### src/rtl/alu_iter_if.sv
// alu_iter_if: operation request/response bundle between the control stage and alu_iter
//   master: start, op, a, b, shamt out; result, zero, busy, done, div_by_zero, hi in
//   slave:  the reverse (used by alu_iter)
interface alu_iter_if #(parameter int W = 32, parameter int SHW = 5);
    logic           start;
    logic [2:0]     op;
    logic [W-1:0]   a;
    logic [W-1:0]   b;
    logic [SHW-1:0] shamt;
    logic [W-1:0]   result;
    logic           zero;
    logic           busy;
    logic           done;
    logic           div_by_zero;
    logic [W-1:0]   hi;
    modport master (output start, op, a, b, shamt, input result, zero, busy, done, div_by_zero, hi);
    modport slave (input start, op, a, b, shamt, output result, zero, busy, done, div_by_zero, hi);
endinterface

### src/rtl/alu_iter.sv
// alu_iter: execution ALU, single-cycle ADD/SUB/OR/AND/SLT/SLL, W-cycle shift-add MULT and restoring DIV
//   clk, rst (async, active-high); bus (alu_iter_if.slave): start/op/a/b/shamt in,
//   result/zero/busy/done/div_by_zero/hi out. Define ALU_ITER_HILO_EN to expose hi (upper product / remainder).
module alu_iter #(
    parameter int W   = 32,
    parameter int SHW = 5
) (
    input  logic clk,
    input  logic rst,
    alu_iter_if.slave bus
);
    localparam int CW = $clog2(W);
    localparam logic [2:0] OP_ADD = 3'b000, OP_SUB = 3'b001, OP_MUL = 3'b010, OP_DIV = 3'b011;
    localparam logic [2:0] OP_OR = 3'b100, OP_AND = 3'b101, OP_SLT = 3'b110, OP_SLL = 3'b111;
    typedef enum logic [1:0] {IDLE, RUN, FIN} state_t;
    state_t       state;
    logic [CW-1:0] cnt;
    logic [2*W-1:0] acc;
    logic [W-1:0] dvsr;
    logic         is_div;
    logic [W:0]   sum, shf, dif;
    logic [2*W-1:0] step;
    logic [W-1:0] quick;
    logic         multi, fin_run, fin_quick;
    // acc holds {product high, multiplier} for MULT and {remainder, dividend/quotient} for DIV
    always_comb begin
        sum  = {1'b0, acc[2*W-1:W]} + (acc[0] ? {1'b0, dvsr} : '0);
        shf  = acc[2*W-1:W-1];
        dif  = shf - {1'b0, dvsr};
        step = is_div ? (dif[W] ? {shf[W-1:0], acc[W-2:0], 1'b0} : {dif[W-1:0], acc[W-2:0], 1'b1})
                      : {sum, acc[W-1:1]};
        // anything not listed falls to all ones, which is exactly the DIV-by-zero result
        quick = bus.op == OP_ADD ? bus.a + bus.b :
                bus.op == OP_SUB ? bus.a - bus.b :
                bus.op == OP_OR  ? bus.a | bus.b :
                bus.op == OP_AND ? bus.a & bus.b :
                bus.op == OP_SLT ? {{(W-1){1'b0}}, $signed(bus.a) < $signed(bus.b)} :
                bus.op == OP_SLL ? (32'(bus.shamt) >= W ? '0 : bus.b << bus.shamt) : '1;
        multi     = bus.op == OP_MUL || (bus.op == OP_DIV && bus.b != '0);
        fin_run   = state == RUN && cnt == '0;
        fin_quick = state != RUN && bus.start && !multi;
    end
    always_ff @(posedge clk or posedge rst) begin
        if (rst) begin
            state           <= IDLE;
            cnt             <= '0;
            acc             <= '0;
            dvsr            <= '0;
            is_div          <= 1'b0;
            bus.result      <= '0;
            bus.zero        <= 1'b0;
            bus.busy        <= 1'b0;
            bus.done        <= 1'b0;
            bus.div_by_zero <= 1'b0;
        end else if (state == RUN) begin
            acc <= step;
            cnt <= cnt - 1'b1;
            if (fin_run) begin
                bus.result      <= step[W-1:0];
                bus.zero        <= step[W-1:0] == '0;
                bus.div_by_zero <= 1'b0;
                bus.busy        <= 1'b0;
                bus.done        <= 1'b1;
                state           <= FIN;
            end
        end else if (bus.start && multi) begin
            is_div   <= bus.op == OP_DIV;
            dvsr     <= bus.op == OP_DIV ? bus.b : bus.a;
            acc      <= {{W{1'b0}}, bus.op == OP_DIV ? bus.a : bus.b};
            cnt      <= CW'(W - 1);
            bus.busy <= 1'b1;
            bus.done <= 1'b0;
            state    <= RUN;
        end else if (bus.start) begin
            bus.result      <= quick;
            bus.zero        <= quick == '0;
            bus.div_by_zero <= bus.op == OP_DIV;
            bus.done        <= 1'b1;
            state           <= FIN;
        end else begin
            bus.done <= 1'b0;
            state    <= IDLE;
        end
    end
`ifdef ALU_ITER_HILO_EN
    logic [W-1:0] hi_q;
    // single-cycle completions clear hi, except DIV by zero which reports the dividend
    always_ff @(posedge clk or posedge rst) begin
        if (rst) hi_q <= '0;
        else if (fin_run) hi_q <= step[2*W-1:W];
        else if (fin_quick) hi_q <= bus.op == OP_DIV ? bus.a : '0;
    end
    assign bus.hi = hi_q;
`else
    assign bus.hi = '0;
`endif
endmodule

### src/flat_wrapper.sv
// flat-port wrapper written by rule: the top's interface ports become plain ports
module alu_iter_flat 
#(
    parameter int W   = 32,
    parameter int SHW = 5
)
  (clk, rst, bus_start, bus_op, bus_a, bus_b, bus_shamt, bus_result, bus_zero, bus_busy, bus_done, bus_div_by_zero, bus_hi);
  alu_iter_if #(.W(W), .SHW(SHW)) bus_i ();
  input  logic clk;
  input  logic rst;
  input wire logic [$bits(bus_i.start)-1:0] bus_start;
  input wire logic [$bits(bus_i.op)-1:0] bus_op;
  input wire logic [$bits(bus_i.a)-1:0] bus_a;
  input wire logic [$bits(bus_i.b)-1:0] bus_b;
  input wire logic [$bits(bus_i.shamt)-1:0] bus_shamt;
  output wire logic [$bits(bus_i.result)-1:0] bus_result;
  output wire logic [$bits(bus_i.zero)-1:0] bus_zero;
  output wire logic [$bits(bus_i.busy)-1:0] bus_busy;
  output wire logic [$bits(bus_i.done)-1:0] bus_done;
  output wire logic [$bits(bus_i.div_by_zero)-1:0] bus_div_by_zero;
  output wire logic [$bits(bus_i.hi)-1:0] bus_hi;
  assign bus_i.start = bus_start;
  assign bus_i.op = bus_op;
  assign bus_i.a = bus_a;
  assign bus_i.b = bus_b;
  assign bus_i.shamt = bus_shamt;
  assign bus_result = bus_i.result;
  assign bus_zero = bus_i.zero;
  assign bus_busy = bus_i.busy;
  assign bus_done = bus_i.done;
  assign bus_div_by_zero = bus_i.div_by_zero;
  assign bus_hi = bus_i.hi;
  alu_iter #(.W(W), .SHW(SHW)) u_core (.clk(clk), .rst(rst), .bus(bus_i));
endmodule
### config.mk
export PLATFORM = sky130hd
export DESIGN_NAME = alu_iter_flat
export DESIGN_NICKNAME = d
export VERILOG_FILES = /design/src/rtl/alu_iter_if.sv /design/src/rtl/alu_iter.sv /design/src/flat_wrapper.sv
export SDC_FILE = /design/constraint.sdc
export NUM_CORES = 1
export LEC_CHECK = 0
export CAP_MARGIN = 30
export CORE_UTILIZATION = 34
export DETAILED_ROUTE_END_ITERATION = 16
export SYNTH_ARGS = -nofsm -noshare
export SYNTH_HDL_FRONTEND = slang
export SYNTH_SLANG_ARGS = --single-unit
### constraint.sdc
create_clock -name clk -period 5.7 [get_ports clk]
set_clock_uncertainty 0.15 [all_clocks]
set_input_delay 1.14 -clock clk [delete_from_list [all_inputs] [get_ports clk]]
set_output_delay 1.14 -clock clk [all_outputs]
set_load 0.01 [all_outputs]
## Yosys cells after proc, flatten, opt, wreduce, memory -nomap -nowiden

Cells that the tools add are included.

- Register bits: 140
- Latch bits: 0
- RAM bits: 0
- Bits in read-only memories: 0
- Output and inout bits: 68
- Word-level logic and storage cells: 81
- Memories: 0

- Add/subtract/negate cells: 5
- Multiply operators: 0
- Divide/modulo/power cells: 0
- $lt $le $gt $ge: 1
- Equal/unequal tests: 10
- Shift operators: 1
- Mux-type cells: 37
- Bitwise gates (word level): 3
- Reductions and logical operators: 14

Operators with widths:

| operator | count |
|---|---|
| 32-bit two-way mux | 13 |
| 64-bit two-way mux | 4 |
| 32-bit zero test | 2 |
| 32-bit by 33-bit adder with 33-bit output | 1 |
| 33-bit by 32-bit subtractor with 33-bit output | 1 |
| 32-bit adder | 1 |
| 32-bit AND | 1 |
| 32-bit less-than comparator | 1 |
| 32-bit bitwise OR | 1 |
| 32-bit nonzero test | 1 |
| 32-bit by 5-bit left shift with 32-bit output | 1 |
| 32-bit subtractor | 1 |
| 1-bit two-way mux | 14 |
| 3-bit == test (second input constant) | 4 |
| 5-bit two-way mux | 2 |
| 2-bit two-way mux | 4 |
| 3-bit by 2-bit == test with 1-bit output (second input constant) | 2 |
| 5-bit zero test | 1 |
| 5-bit by 1-bit subtractor with 5-bit output (second input constant) | 1 |
| 2-bit by 1-bit inequality test with 1-bit output (second input constant) | 2 |
| 2-bit AND reduction | 2 |
| 2-bit nonzero test | 2 |
| 3-bit by 1-bit == test with 1-bit output (second input constant) | 1 |
| 1-bit logical AND | 3 |
| 5 further kinds | 5 |

## Longest topological paths before layout

- Depth after elaboration: 11
- Depth in mapped cells: 17
- Gate-level depth less buffers: 16

## Worst setup path after synthesis

OpenSTA, ideal clock, no wires.

- Path type: input to register
- From: input bus_b[4]
- To: register u_core.bus.zero
- Setup time: 124 ps
- Data arrival time: 4071 ps
- Data required time: 5426 ps
- Slack: 1355 ps
- Stages on the path: 15
- Buffers on the path: 1
- Cell sequence: clkbuf_1 -> inv_1 -> ha_1 -> a21oi_1 -> o21ai_1 -> o211ai_1 -> nor2b_1 -> o31ai_2 -> a31o_2 -> or4_1 -> a32oi_1 -> nor4_2 -> nand4b_1 -> nor4_2 -> a211o_1

- Cells in the longest elaborated chain, start to end: 11
- Elaborated cells on any way between the ends: 22
- Classes of those cells: add/sub (2); order compare (1); eq/ne (1); shift (1); mux (9); bitwise (2); reduce/logical (6)

Ends and longest elaborated chain:

| item | line | text |
|---|---|---|
| start, declared | flat_wrapper.sv:14 | `input wire logic [$bits(bus_i.b)-1:0] bus_b;` |
| branches (longest 11 deep; another with 32-bit less-than comparator) | - |  |
| end signal, assigned | alu_iter.sv:51 | `bus.zero <= 1'b0;` |
| end signal, assigned | alu_iter.sv:60 | `bus.zero <= step[W-1:0] == '0;` |
| end signal, assigned | alu_iter.sv:76 | `bus.zero <= quick == '0;` |
| end, declared | alu_iter_if.sv:17 | `modport slave (input start, op, a, b, shamt, output result, zero, busy, done, div_by_zero, hi);` |

Several ways; the timed one is not identified. The select of a mux whose other input is x is not followed.
A chain may end at the register's enable or synchronous reset.

## Worst setup path after layout

- From: input bus_a[0]
- To: register u_core.bus.zero

- Cells in the longest elaborated chain, start to end: 10
- Elaborated cells on any way between the ends: 14
- Classes of those cells: add/sub (2); order compare (1); mux (8); bitwise (2); reduce/logical (1)

Ends and longest elaborated chain:

| item | line | text |
|---|---|---|
| start, declared | flat_wrapper.sv:13 | `input wire logic [$bits(bus_i.a)-1:0] bus_a;` |
| 32-bit less-than comparator | alu_iter.sv:37 | `bus.op == OP_SLT ? {{(W-1){1'b0}}, $signed(bus.a) < $signed(bus.b)} :` |
| 32-bit two-way mux | alu_iter.sv:37 |  |
| 32-bit two-way mux | alu_iter.sv:36 | `bus.op == OP_AND ? bus.a & bus.b :` |
| 32-bit two-way mux | alu_iter.sv:35 | `bus.op == OP_OR ? bus.a \| bus.b :` |
| 32-bit two-way mux | alu_iter.sv:34 | `bus.op == OP_SUB ? bus.a - bus.b :` |
| 32-bit two-way mux * | alu_iter.sv:33 | `quick = bus.op == OP_ADD ? bus.a + bus.b :` |
| 32-bit zero test * | alu_iter.sv:76 |  |
| 1-bit two-way mux * | alu_iter.sv:74 | `end else if (bus.start) begin` |
| 1-bit two-way mux * | alu_iter.sv:66 | `end else if (bus.start && multi) begin` |
| 1-bit two-way mux * | alu_iter.sv:55 | `end else if (state == RUN) begin` |

Mark *: on every way between the ends. The rest lies on a longest branch, timed or not. The select of a mux whose other input is x is not followed.

==> reports/metrics.csv <==
stage,metric,value,unit
clock_network,root buf cell,clkbuf_16,
power_and_ir_drop,clock share of power,0.166,
timing,f_max,184,MHz
timing,worst setup margin,257,ps
global_route,largest net degree at the start of global routing,83,
synth,register area share after synthesis,0.191,
global_route,first-pass GRT wire length,121000,um
timing,RSZ-0062 raised after global routing,false,
setup_path,RR Endpoint,u_core.acc[63]$_DFFE_PP0P_,
floorplan,CORE AREA,52700,um^2
synth,synth unique cells,95,
power_and_ir_drop,P_leak,9.33,nW
synth,post-synthesis adder-cell area fraction,0.116,
synth,"EDFF count, synth",0,
placement,Setup WS pre-CTS,-120,ps
floorplan,die width,233,um
final_layout,Fill cells,5472,
min_path,hold depth,1,
timing,crit share post-route,0.955,
clock_network,CTS Buffer Depth,2,
setup_path,CP Launch Type,input port,
synth,Synth Area in XOR/XNOR,0.0303,
final_layout,fin cells,3267,
placement,hpwl dp,64100,um
setup_path,Worst EP arrival,5650,ps
placement,port bufs,110,
drt,Detail Route Antenna Nets,0,
synth,post-synthesis mux area share,0.0679,
timing,WHS,349,ps
placement,Routability Congestion,0.993,
timing,Setup-failing EPs final,0,
final_layout,"commonest non-fill, non-tap cell in the layout",a21oi_1,
drt,via-per-instance ratio,6.02,
setup_path,CP required,5910,ps
timing,Final Hold Fails,0,
timing,headroom to the max-slew limit,0.282,
status,status,"complete, no violations",
drt,First-pass DRT Iterations,5,
final_layout,"commonest cells after routing, fill and taps aside","a21oi_1 (253), nand2_1 (233), nor2_1 (208), o21ai_0 (184), ha_1 (162)",
setup_path,kind of critical path,in2reg,
drt,initial DRC count,1990,
setup_path,Reg2Reg Launch Point,u_core.acc[0]$_DFFE_PP0P_,
power_and_ir_drop,switching part of the total power,0.474,
synth,post-synth design cell area,18200,um^2
synth,Mapped Cells,2453,
final_layout,P&R area growth vs syn,16.1,%
min_path,Hold Crit Start,u_core.bus.result[16]$_DFFE_PP0P_,
floorplan,Chip Height,233,um
setup_path,R2R depth,15,
clock_network,CTS-repair resized insts,0,
setup_path,FF-to-FF setup slack,1260,ps
clock_network,Max H-tree Level,4,
clock_network,Clock Latency Late Sink,480,ps
drt,DRT met1 WL,34100,um
power_and_ir_drop,Power Internal,3.98,mW
synth,Post-synth ARST share,1.00,
floorplan,row count,84,
timing,slew at the pin closest to its max-slew limit,1070,ps
power_and_ir_drop,power per cell area,358,nW/um^2
placement,Placed Cells,3233,
power_and_ir_drop,share of power burned in registers,0.231,
synth,Most used DFF post-synth,dfrtp_1,
drt,met3 wire length,5390,um
drt,Post-route DRC,0,
synth,Seq cells post-synth,139,
final_layout,final layout net count,2806,
drt,met2 wire length,36600,um
job,Max Cap Viol,0,
clock_network,Num CTS Buffers,17,
synth,Mean Syn Cell Area,7.41,um^2
power_and_ir_drop,VDD IR max,265,uV
drt,WL/cell,24.8,um
timing,Max Transition Viols Final,0,
synth,Synth Area in Compound Gates,0.325,
drt,total wire length,80900,um
timing,Tmin final,5440,ps
clock_network,Post-CTS Setup Bufs,0,
floorplan,io pins,143,
global_route,GRT Overall Usage,0.298,
global_route,number of global-route vias before repair,18787,
global_route,initial antenna violation count,5,
clock_network,hold buffers post-CTS,0,
synth,main combinational cell family by area after synthesis,compound AO/OA/AOI/OAI gates,
drt,uppermost layer routed,met5,
setup_path,crit-path max FO,4,
min_path,Hold Crit Class,reg2reg,
drt,vias after detailed routing,19678,
clock_network,TritonCTS clock tree,built,
floorplan,Starting Density,0.345,
clock_network,CTS clock-pin slew for the worst setup and hold paths,70,ps
min_path,Hold Path End,u_core.bus.result[16]$_DFFE_PP0P_,
floorplan,Die Area,54400,um^2
clock_network,CTS sink count,139,
global_route,GRT overflow,0,
setup_path,CP startpoint,bus_a[0],
setup_path,CP endpoint kind,flip-flop,
synth,Yosys warnings,0,
synth,simple-gate area share of the yosys netlist,0.186,
final_layout,fraction of layout cells with a size suffix above 1,0.104,
power_and_ir_drop,Gate power share,0.603,
power_and_ir_drop,Sw Pwr,3.59,mW
timing,Setup TNS,0,ps
==> stage by stage <==
step / util / cell area (um^2) / total power [mW]
2_1_floorplan: - / 18300 / 4.80
3_3_place_gp: 0.388 / 20400 / 6.14
4_1_cts: 0.400 / 21100 / 7.52
6_report: 0.401 / 21100 / 7.56
3_5_place_dp: 0.388 / 20500 / 6.23
5_1_grt: 0.401 / 21100 / 8.12
==> cell type report <==
type | count | area [um^2] | share of cell area
clock buffers | 17 | 425 | 0.0202
multi-input cells | 1996 | 13400 | 0.633
repair buffers | 253 | 2180 | 0.103
flip-flops and latches | 139 | 3480 | 0.165
inverters | 158 | 598 | 0.0283
well taps | 688 | 861 | 0.0408
diodes | 1 | 2.50 | 0.000119
clock inverters | 15 | 211 | 0.0100
==> worst max-delay path: stages <==
cell             delay (ps)
clkdlybuf4s50_1         470
inv_1                   130
ha_1                    220
inv_1                    70
fa_1                    380
nor2b_1                 160
o21ai_0                 510
a211oi_2                210
o21ai_1                 320
nand3_1                 200
a31oi_1                 460
o41ai_1                 170
a2111oi_0               480
a21oi_1                  80
o221ai_1                280
nor4_2                  100
a211o_1                 270
==> cell usage after synthesis (all sizes together) (18+ instances only) <==
cell | instances | area (um^2)
buf | 69 | 459
inv | 155 | 582
nand2 | 235 | 882
a21o | 56 | 420
nor2b | 25 | 156
ha | 162 | 2030
xor2 | 19 | 166
nor3 | 36 | 180
o21a | 20 | 150
a21oi | 254 | 1270
a22oi | 30 | 225
nand2b | 35 | 219
mux2 | 18 | 203
nor4 | 28 | 188
a211oi | 28 | 220
o21bai | 33 | 248
o211ai | 74 | 556
o31ai | 22 | 175
clkbuf | 122 | 458
mux2i | 49 | 490
a31oi | 33 | 221
dfrtp | 139 | 3480
o21ai | 237 | 1190
xnor2 | 44 | 385
mux4 | 24 | 541
nand3 | 35 | 175
nand4 | 20 | 125
and2 | 39 | 244
nor2 | 212 | 798
==> registers in the layout, summed over array words and instances, names as in the netlist <==
| register | flops |
|---|---|
| u_core.is_div | 1 |
| u_core.bus.div_by_zero | 1 |
| u_core.dvsr | 32 |
| u_core.state | 2 |
| u_core.bus.busy | 1 |
| u_core.cnt | 5 |
| u_core.bus.zero | 1 |
| u_core.acc | 64 |
| u_core.bus.result | 32 |
==> logic make-up after synthesis <==
kind of cell    Yosys count
compound gates          923
xor+xnor                 63
fa+ha+maj               166
buf+inv                 349
flops                   139
mux                      91
other cells               1
simple gates            721
==> routing by layer <==
metal  vias up  GRT usage
met4         4      0.168
met3       145     0.0459
met5         -          0
met2       812      0.472
met1      9602      0.385
li1       9115          -
==> worst max path at each step <==
stage | to | cells past startpoint | slack [ps]
finish | u_core.bus.zero$_DFFE_PP0P_ | 17 | 260
global route | u_core.bus.zero$_DFFE_PP0P_ | 17 | 120
CTS | u_core.bus.zero$_DFFE_PP0P_ | 17 | 380
detailed placement | u_core.bus.zero$_DFFE_PP0P_ | 17 | -120
global placement | u_core.bus.zero$_DFFE_PP0P_ | 19 | -140
floorplan | u_core.acc[0]$_DFFE_PP0P_ | 1 | 690
==> power groups by stage <==
stage | clock network, mW | registers, mW | logic [mW]
6_report | 1.25 | 1.74 | 4.56
5_1_grt | 1.32 | 1.79 | 5.01
4_1_cts | 1.28 | 1.74 | 4.50
3_5_place_dp | 0 | 1.76 | 4.47
3_3_place_gp | 0 | 1.74 | 4.40
2_1_floorplan | 0 | 1.63 | 3.16
Power figures use the tool's default switching activity.
